--- config.mk ---
export PLATFORM = sky130hd
export DESIGN_NAME = spi_slave_rx_flat
export DESIGN_NICKNAME = d
export VERILOG_FILES = /design/src/rtl/spi_slave_rx_pkg.sv /design/src/rtl/spi_slave_rx_if.sv /design/src/rtl/spi_slave_rx_fifo.sv /design/src/rtl/spi_slave_rx.sv /design/src/flat_wrapper.sv
export SDC_FILE = /design/constraint.sdc
export NUM_CORES = 1
export LEC_CHECK = 0
export CORE_ASPECT_RATIO = 1.25
export CORE_MARGIN = 8
export CORE_UTILIZATION = 50
export CTS_CLUSTER_DIAMETER = 50
export DETAILED_ROUTE_END_ITERATION = 7
export DONT_BUFFER_PORTS = 1
export GPL_TIMING_DRIVEN = 0
export PLACE_DENSITY_LB_ADDON = 0.25
export SYNTH_ARGS = -nofsm -noshare
export SYNTH_HDL_FRONTEND = slang
export SYNTH_SLANG_ARGS = --single-unit
--- constraint.sdc ---
create_clock -name clk -period 2.75 [get_ports clk]
set_input_delay 0.4125 -clock clk [delete_from_list [all_inputs] [get_ports clk]]
set_output_delay 0.4125 -clock clk [all_outputs]
set_load 0.02 [all_outputs]
--- src/rtl/spi_slave_rx_pkg.sv ---
// Shared constants and types for the OLED-link SPI receiver:
// byte geometry, STATUS register layout, register map and receiver states.
package spi_pkg;

  localparam int BYTE_W = 8;
  localparam int FIFO_W = BYTE_W + 1;

  localparam int STAT_VALID     = 0;
  localparam int STAT_FULL      = 1;
  localparam int STAT_OVF       = 2;
  localparam int STAT_FRAG      = 3;
  localparam int STAT_COUNT_LSB = 4;
  localparam int STAT_COUNT_MSB = 7;
  localparam int STAT_COUNT_W   = STAT_COUNT_MSB - STAT_COUNT_LSB + 1;

  localparam logic ADDR_DATA   = 1'b0;
  localparam logic ADDR_STATUS = 1'b1;

  typedef enum logic {
    IDLE,
    SHIFT
  } rx_state_e;

endpackage

--- src/rtl/spi_slave_rx_if.sv ---
// Bundles the SPI pins and the Avalon-MM slave port of the receiver.
// The slave modport is the receiver's view; master is the driving side.
interface spi_slave_rx_if;

  logic        sclk;
  logic        mosi;
  logic        csn;
  logic        dcn;
  logic        address;
  logic        read;
  logic        write;
  logic [31:0] writedata;
  logic [31:0] readdata;
  logic        irq;

  modport slave (
    input  sclk, mosi, csn, dcn, address, read, write, writedata,
    output readdata, irq
  );

  modport master (
    output sclk, mosi, csn, dcn, address, read, write, writedata,
    input  readdata, irq
  );

endinterface

--- src/rtl/spi_slave_rx_fifo.sv ---
// Small synchronous FIFO for received bytes. A pop frees the head slot
// before a push is considered, so a full FIFO can accept a byte while being read.
module spi_rx_fifo #(
  parameter int WIDTH = 9,
  parameter int DEPTH = 4
) (
  input  logic                     clk,
  input  logic                     reset,
  input  logic                     push_i,
  input  logic [WIDTH-1:0]         data_i,
  input  logic                     pop_i,
  input  logic                     flush_i,
  output logic [WIDTH-1:0]         data_o,
  output logic                     full_o,
  output logic                     empty_o,
  output logic [$clog2(DEPTH):0]   count_o
);

  localparam int AW = $clog2(DEPTH);
  localparam int CW = AW + 1;

  logic [WIDTH-1:0] mem_q [DEPTH];
  logic [AW-1:0]    wr_ptr_q, wr_ptr_d;
  logic [AW-1:0]    rd_ptr_q, rd_ptr_d;
  logic [CW-1:0]    count_q, count_d;
  logic             do_pop;
  logic             do_push;

  assign empty_o = (count_q == '0);
  assign full_o  = (count_q == CW'(DEPTH));
  assign count_o = count_q;
  assign data_o  = mem_q[rd_ptr_q];

  assign do_pop  = pop_i & ~empty_o;
  assign do_push = push_i & (~full_o | do_pop);

  always_comb begin
    wr_ptr_d = wr_ptr_q;
    rd_ptr_d = rd_ptr_q;
    count_d  = count_q;
    if (flush_i) begin
      wr_ptr_d = '0;
      rd_ptr_d = '0;
      count_d  = '0;
    end else begin
      if (do_pop)  rd_ptr_d = rd_ptr_q + AW'(1);
      if (do_push) wr_ptr_d = wr_ptr_q + AW'(1);
      unique case ({do_push, do_pop})
        2'b10:   count_d = count_q + CW'(1);
        2'b01:   count_d = count_q - CW'(1);
        default: count_d = count_q;
      endcase
    end
  end

  always_ff @(posedge clk or posedge reset) begin
    if (reset) begin
      wr_ptr_q <= '0;
      rd_ptr_q <= '0;
      count_q  <= '0;
    end else begin
      wr_ptr_q <= wr_ptr_d;
      rd_ptr_q <= rd_ptr_d;
      count_q  <= count_d;
    end
  end

  always_ff @(posedge clk) begin
    if (do_push && !flush_i) mem_q[wr_ptr_q] <= data_i;
  end

endmodule

--- src/rtl/spi_slave_rx.sv ---
// SPI mode-0 receiver with a byte FIFO read by a Nios host over Avalon-MM.
// Inputs are synchronized into clk; bytes are tagged with the data/command flag.
module spi_slave_rx
  import spi_pkg::*;
#(
  parameter int DEPTH = 4,
  parameter int SYNC  = 2
) (
  input logic           clk,
  input logic           reset,
  spi_slave_rx_if.slave bus
);

  localparam int CW = $clog2(DEPTH) + 1;
  localparam int BW = $clog2(BYTE_W);

  logic [SYNC-1:0]   sclk_sync_q, mosi_sync_q, csn_sync_q, dcn_sync_q;
  logic [SYNC-1:0]   sync_ok_q;
  logic              sclk_d_q;
  logic              csn_prev_q;
  logic              sclk_s, mosi_s, csn_s, dcn_s;
  logic              sclk_rise, csn_fall;
  rx_state_e         state_q, state_d;
  logic [BYTE_W-1:0] shift_q, shift_d;
  logic [BW-1:0]     bitcnt_q, bitcnt_d;
  logic              ovf_q, ovf_d;
  logic              frag_q, frag_d;
  logic              byte_done, frag_set, ovf_set;
  logic              pop, flush, clr_ovf, clr_frag;
  logic [FIFO_W-1:0] fifo_head;
  logic              fifo_full, fifo_empty;
  logic [CW-1:0]     fifo_count;
  logic [31:0]       status;
  logic              unused_wdata;

  assign sclk_s    = sclk_sync_q[SYNC-1];
  assign mosi_s    = mosi_sync_q[SYNC-1];
  assign csn_s     = csn_sync_q[SYNC-1];
  assign dcn_s     = dcn_sync_q[SYNC-1];
  assign sclk_rise = sclk_s & ~sclk_d_q;
  // csn_prev_q only tracks csn once the chain holds real pin samples, so the
  // chain's reset value never looks like a falling edge after reset.
  assign csn_fall  = csn_prev_q & ~csn_s;

  always_ff @(posedge clk or posedge reset) begin
    if (reset) begin
      sclk_sync_q <= '0;
      mosi_sync_q <= '0;
      csn_sync_q  <= '1;
      dcn_sync_q  <= '0;
      sync_ok_q   <= '0;
      sclk_d_q    <= 1'b0;
      csn_prev_q  <= 1'b0;
      state_q     <= IDLE;
      shift_q     <= '0;
      bitcnt_q    <= '0;
      ovf_q       <= 1'b0;
      frag_q      <= 1'b0;
    end else begin
      sclk_sync_q <= {sclk_sync_q[SYNC-2:0], bus.sclk};
      mosi_sync_q <= {mosi_sync_q[SYNC-2:0], bus.mosi};
      csn_sync_q  <= {csn_sync_q[SYNC-2:0], bus.csn};
      dcn_sync_q  <= {dcn_sync_q[SYNC-2:0], bus.dcn};
      sync_ok_q   <= {sync_ok_q[SYNC-2:0], 1'b1};
      sclk_d_q    <= sclk_s;
      csn_prev_q  <= sync_ok_q[SYNC-1] & csn_s;
      state_q     <= state_d;
      shift_q     <= shift_d;
      bitcnt_q    <= bitcnt_d;
      ovf_q       <= ovf_d;
      frag_q      <= frag_d;
    end
  end

  always_comb begin
    state_d   = state_q;
    shift_d   = shift_q;
    bitcnt_d  = bitcnt_q;
    byte_done = 1'b0;
    frag_set  = 1'b0;
    unique case (state_q)
      IDLE: begin
        if (csn_fall) begin
          state_d  = SHIFT;
          shift_d  = '0;
          bitcnt_d = '0;
        end
      end
      SHIFT: begin
        if (csn_s) begin
          state_d  = IDLE;
          frag_set = (bitcnt_q != '0);
        end else if (sclk_rise) begin
          shift_d   = {shift_q[BYTE_W-2:0], mosi_s};
          bitcnt_d  = bitcnt_q + BW'(1);
          byte_done = (bitcnt_q == BW'(BYTE_W - 1));
        end
      end
      default: state_d = IDLE;
    endcase
  end

  assign pop      = bus.read & (bus.address == ADDR_DATA);
  assign flush    = bus.write & (bus.address == ADDR_STATUS) & bus.writedata[4];
  assign clr_ovf  = bus.write & (bus.address == ADDR_STATUS) & bus.writedata[2];
  assign clr_frag = bus.write & (bus.address == ADDR_STATUS) & bus.writedata[3];
  assign unused_wdata = ^{bus.writedata[31:5], bus.writedata[1:0]};

  // A flush swallows a simultaneous byte silently, so it never counts as overflow.
  assign ovf_set = byte_done & fifo_full & ~pop & ~flush;
  assign ovf_d   = ovf_set | (ovf_q & ~clr_ovf);
  assign frag_d  = frag_set | (frag_q & ~clr_frag);

  spi_rx_fifo #(
    .WIDTH(FIFO_W),
    .DEPTH(DEPTH)
  ) u_fifo (
    .clk    (clk),
    .reset  (reset),
    .push_i (byte_done),
    .data_i ({dcn_s, shift_q[BYTE_W-2:0], mosi_s}),
    .pop_i  (pop),
    .flush_i(flush),
    .data_o (fifo_head),
    .full_o (fifo_full),
    .empty_o(fifo_empty),
    .count_o(fifo_count)
  );

  always_comb begin
    status = '0;
    status[STAT_VALID] = ~fifo_empty;
    status[STAT_FULL]  = fifo_full;
    status[STAT_OVF]   = ovf_q;
    status[STAT_FRAG]  = frag_q;
    status[STAT_COUNT_MSB:STAT_COUNT_LSB] = STAT_COUNT_W'(fifo_count);
  end

  assign bus.irq      = ~fifo_empty;
  assign bus.readdata = (bus.address == ADDR_STATUS) ? status :
                        fifo_empty ? 32'h0 : {1'b1, 22'b0, fifo_head};

endmodule

--- src/flat_wrapper.sv ---
// flat-port wrapper written by rule: the top's interface ports become plain ports
module spi_slave_rx_flat import spi_pkg::*;
#(
  parameter int DEPTH = 4,
  parameter int SYNC  = 2
)
  (clk, reset, bus_sclk, bus_mosi, bus_csn, bus_dcn, bus_address, bus_read, bus_write, bus_writedata, bus_readdata, bus_irq);
  spi_slave_rx_if bus_i ();
  input logic clk;
  input logic reset;
  input wire logic [$bits(bus_i.sclk)-1:0] bus_sclk;
  input wire logic [$bits(bus_i.mosi)-1:0] bus_mosi;
  input wire logic [$bits(bus_i.csn)-1:0] bus_csn;
  input wire logic [$bits(bus_i.dcn)-1:0] bus_dcn;
  input wire logic [$bits(bus_i.address)-1:0] bus_address;
  input wire logic [$bits(bus_i.read)-1:0] bus_read;
  input wire logic [$bits(bus_i.write)-1:0] bus_write;
  input wire logic [$bits(bus_i.writedata)-1:0] bus_writedata;
  output wire logic [$bits(bus_i.readdata)-1:0] bus_readdata;
  output wire logic [$bits(bus_i.irq)-1:0] bus_irq;
  assign bus_i.sclk = bus_sclk;
  assign bus_i.mosi = bus_mosi;
  assign bus_i.csn = bus_csn;
  assign bus_i.dcn = bus_dcn;
  assign bus_i.address = bus_address;
  assign bus_i.read = bus_read;
  assign bus_i.write = bus_write;
  assign bus_i.writedata = bus_writedata;
  assign bus_readdata = bus_i.readdata;
  assign bus_irq = bus_i.irq;
  spi_slave_rx #(.DEPTH(DEPTH), .SYNC(SYNC)) u_core (.clk(clk), .reset(reset), .bus(bus_i));
endmodule
==> flow_metrics.py <==
metrics = {
    "flow_run": {
        "maxCapViolCount": 0,
    },
    "final_layout": {
        "drive_gt1_share_pct": 27.7,
        "antenna_cells": 0,
        "multi_input_area_um2": 938,
        "seqCellArea_um2": 1880,
        "fillCellCount": 459,
        "area_delta_synth_final_pct": 12.4,
        "nets": 279,
        "instances_no_fill": 301,
    },
    "die": {
        "io_pins": 74,
        "core_um2": 5780,
        "dieWidth_um": 85.0,
        "die_y_um": 102,
        "die_area_um2": 8680,
        "num_rows": 31,
        "initial_core_util_pct": 51.4,
    },
    "critical_path": {
        "slowest_delay_ns": 0.74,
        "critical_path_peak_fanout": 8,
        "cp_slowest_cell": "nor2_1",
        "cp-start-kind": "register",
        "crit_type": "register to output pin",
        "worstPathCellList": "nor3_2 > nor2_1 > a22o_1",
        "required_ns": 2.34,
        "arrival_ns": 2.08,
        "crit_path_end_kind": "output pin",
    },
    "clock_tree": {
        "cts.repair.resized": 0,
        "cts_max_level": 3,
        "cts_made_buffers": 9,
        "cts_tree": "yes",
        "clock_sinks": 68,
        "clk_pin_slew_ns": 0.07,
        "hold_buffers": 0,
        "clock_latency_ns": 0.34,
        "post-cts-setup-buffers": 0,
        "ctsLongestPathBuffers": 2,
        "cts-root-buf": "clkbuf_8",
    },
    "yosys": {
        "yosys.area_share.simple_pct": 8.59,
        "synth_xor_area_share_pct": 0.884,
        "synth.distinct_cells": 40,
        "synthMuxAreaShare_pct": 8.17,
        "syn_avg_cell_area_um2": 15.0,
        "syn_area_um2": 2970,
        "synth_edf_count": 36,
        "ys_ff_latch": 68,
        "postSynth.asyncResetShare_pct": 47.1,
        "synth-compound-area-share_pct": 7.41,
        "synth_top_family_by_area": "simple AND/OR/NAND/NOR gates",
        "yosysWarnings": 0,
        "syn_inst": 198,
        "synthFlopType": "edfxtp_1",
        "ys_seq_area_share_pct": 63.4,
        "synth_fa_ha_area_share_pct": 3.62,
    },
    "placed_design": {
        "routabilityCongestion": 0.742,
        "dp_cells": 285,
        "dpl.hpwl_um": 3670,
        "numPortBuffers": 0,
    },
    "global_routing": {
        "grt_busiest_layer": "met2",
        "met2_usage_pct": 22.5,
        "grt_max_degree": 33,
        "gr-usage-met3_pct": 6.03,
        "antenna_found_initial": 0,
        "grt_pass1_vias": 1631,
        "grt_pass1_wl_um": 8450,
        "gr-usage-all-layers_pct": 13.2,
        "overflow": 0,
        "grtUsageMet1_pct": 13.8,
    },
    "detailed_routing": {
        "wl_per_cell_um": 17.2,
        "via_per_inst": 5.12,
        "vias": 1541,
        "dr.pass1.iters": 4,
        "drc_errors": 0,
        "finalWirelength_um": 5170,
        "postRouteAntennaNets": 0,
        "dr.first_iter.drc_count": 49,
    },
    "sta": {
        "slew_headroom_pct": 35.5,
        "max_freq_ghz": 0.402,
        "skew_ns": 0.00730,
        "final_hold_viol_count": 0,
        "setup_violations": 0,
        "max_slew.worst_pin.slew_ns": 0.963,
        "grt_setup_unrepaired": "no",
        "drv_slew": 0,
        "tns_ns": 0,
        "post-route-min-period_ns": 2.49,
        "fin_crit_sh_pct": 90.6,
    },
    "hold_path": {
        "hp-class": "primary input to async pin",
    },
    "pwr": {
        "power.density_nw_per_um2": 790,
        "power.leakage_nw": 1.38,
        "peakVddDrop_v": 0.000346,
    },
    "run_status": {
        "outcome": "complete, no violations",
    },
}
report_power, final:
part | internal, W | switching, W
registers | 0.00112 | 0.0000533
logic | 0.000228 | 0.000379
clock network | 0.000507 | 0.000351
registers in the layout (all words and copies together) (netlist names):
| name | cells |
|---|---|
| u_core.mosi_sync_q | 2 |
| u_core.dcn_sync_q | 2 |
| u_core.ovf_q | 1 |
| u_core.sclk_sync_q | 2 |
| u_core.frag_q | 1 |
| u_core.sclk_d_q | 1 |
| u_core.shift_q | 7 |
| u_core.csn_prev_q | 1 |
| u_core.u_fifo.wr_ptr_q | 2 |
| u_core.u_fifo.count_o | 3 |
| u_core.csn_sync_q | 2 |
| u_core.state_q | 1 |
| u_core.sync_ok_q | 2 |
| u_core.u_fifo.rd_ptr_q | 2 |
| u_core.u_fifo.mem_q | 36 |
| u_core.bitcnt_q | 3 |
critical path: cells and delay by family (launching register included):
family           cells  cell delay [ns]
flip-flops           1             0.46
AO/OA/AOI/OAI        1             0.40
AND/OR/NAND/NOR      2             0.88
metal layers:
| layer | part of all wire, % | wire length (um) |
|---|---|---|
| met1 | 41 | 2100 |
| met2 | 51 | 2620 |
| met3 | 7.1 | 369 |
| met4 | 1.6 | 85 |
| met5 | 0 | 0 |
layout make-up:
class | count | share of cell area (%)
clock inverters | 5 | 2.28
flip-flops and latches | 68 | 56.4
inverters | 10 | 1.12
well taps | 66 | 2.47
clock buffers | 11 | 3.93
plain buffers | 27 | 5.69
multi-input cells | 114 | 28.1
final timing paths:
path / startpoint / to / slack (ns) / cells past startpoint
max: u_core.u_fifo.count_o[1] / bus_readdata[2] / 0.26 / 3
min: reset / u_core.state_q / 0.06 / 1
max reg2reg: u_core.csn_sync_q[1] / u_core.u_fifo.count_o[2] / 0.55 / 7
min reg2reg: u_core.dcn_sync_q[0] / u_core.dcn_sync_q[1] / 0.34 / 0
max in group asynchronous: reset / u_core.mosi_sync_q[0] / 2.24 / 1
min in group clk: bus_csn / u_core.csn_sync_q[0] / 0.07 / 0
cell usage after synthesis (2+ instances only):
| cell type | number | area (um^2) |
|---|---|---|
| nand2_1 | 7 | 26.3 |
| buf_4 | 23 | 173 |
| nor2_1 | 11 | 41.3 |
| buf_2 | 2 | 10.0 |
| and2_1 | 2 | 12.5 |
| clkbuf_1 | 2 | 7.51 |
| edfxtp_1 | 36 | 1080 |
| a22o_1 | 14 | 123 |
| and3_2 | 4 | 30.0 |
| conb_1 | 2 | 7.51 |
| inv_1 | 9 | 33.8 |
| mux4_2 | 9 | 203 |
| xnor2_1 | 2 | 17.5 |
| o21ai_0 | 2 | 10.0 |
| dfstp_2 | 2 | 52.6 |
| dfrtp_1 | 30 | 751 |
| nand3_1 | 4 | 20.0 |
| nor2b_1 | 2 | 12.5 |
| ha_1 | 7 | 87.6 |
| nand2b_1 | 4 | 25.0 |
| mux2i_1 | 4 | 40.0 |
| a21oi_2 | 2 | 17.5 |
cell usage in the layout, fill, tap and decap left out, types with 2 or more instances in the layout:
cell type	n
edfxtp_1	36
dfrtp_1	30
buf_4	23
conb_1	23
a22o_1	14
nor2_1	11
mux4_2	9
clkbuf_8	9
inv_1	8
nand2_1	7
ha_1	7
nand2b_1	4
clkbuf_1	4
nand3_1	4
mux2i_1	4
and3_2	4
buf_2	2
nor2b_1	2
inv_2	2
a21oi_2	2
and2_1	2
o21ai_0	2
xnor2_1	2
clkinv_1	2
bufinv_16	2
dfstp_2	2
kinds of logic after synthesis:
family | Yosys count
other cells | 2
simple gates | 43
xor+xnor | 3
buf+inv | 37
flops | 68
mux | 13
compound gates | 24
fa+ha+maj | 8
per-stage QoR:
step                      instance area [um^2]  power (W)  hold WS (ns)  utilization [%]  worst slack, ns
after floorplan                           3050    0.00170         0.331                -            0.709
after global placement                    3130    0.00181         0.332             54.2            0.542
after detailed placement                  3130    0.00182         0.335             54.2            0.525
after CTS                                 3340    0.00267        0.0524             57.8            0.152
after global routing                      3340    0.00278        0.0533             57.8            0.101
final                                     3340    0.00264        0.0595             57.8            0.260
(Power assumes the default switching activity.)
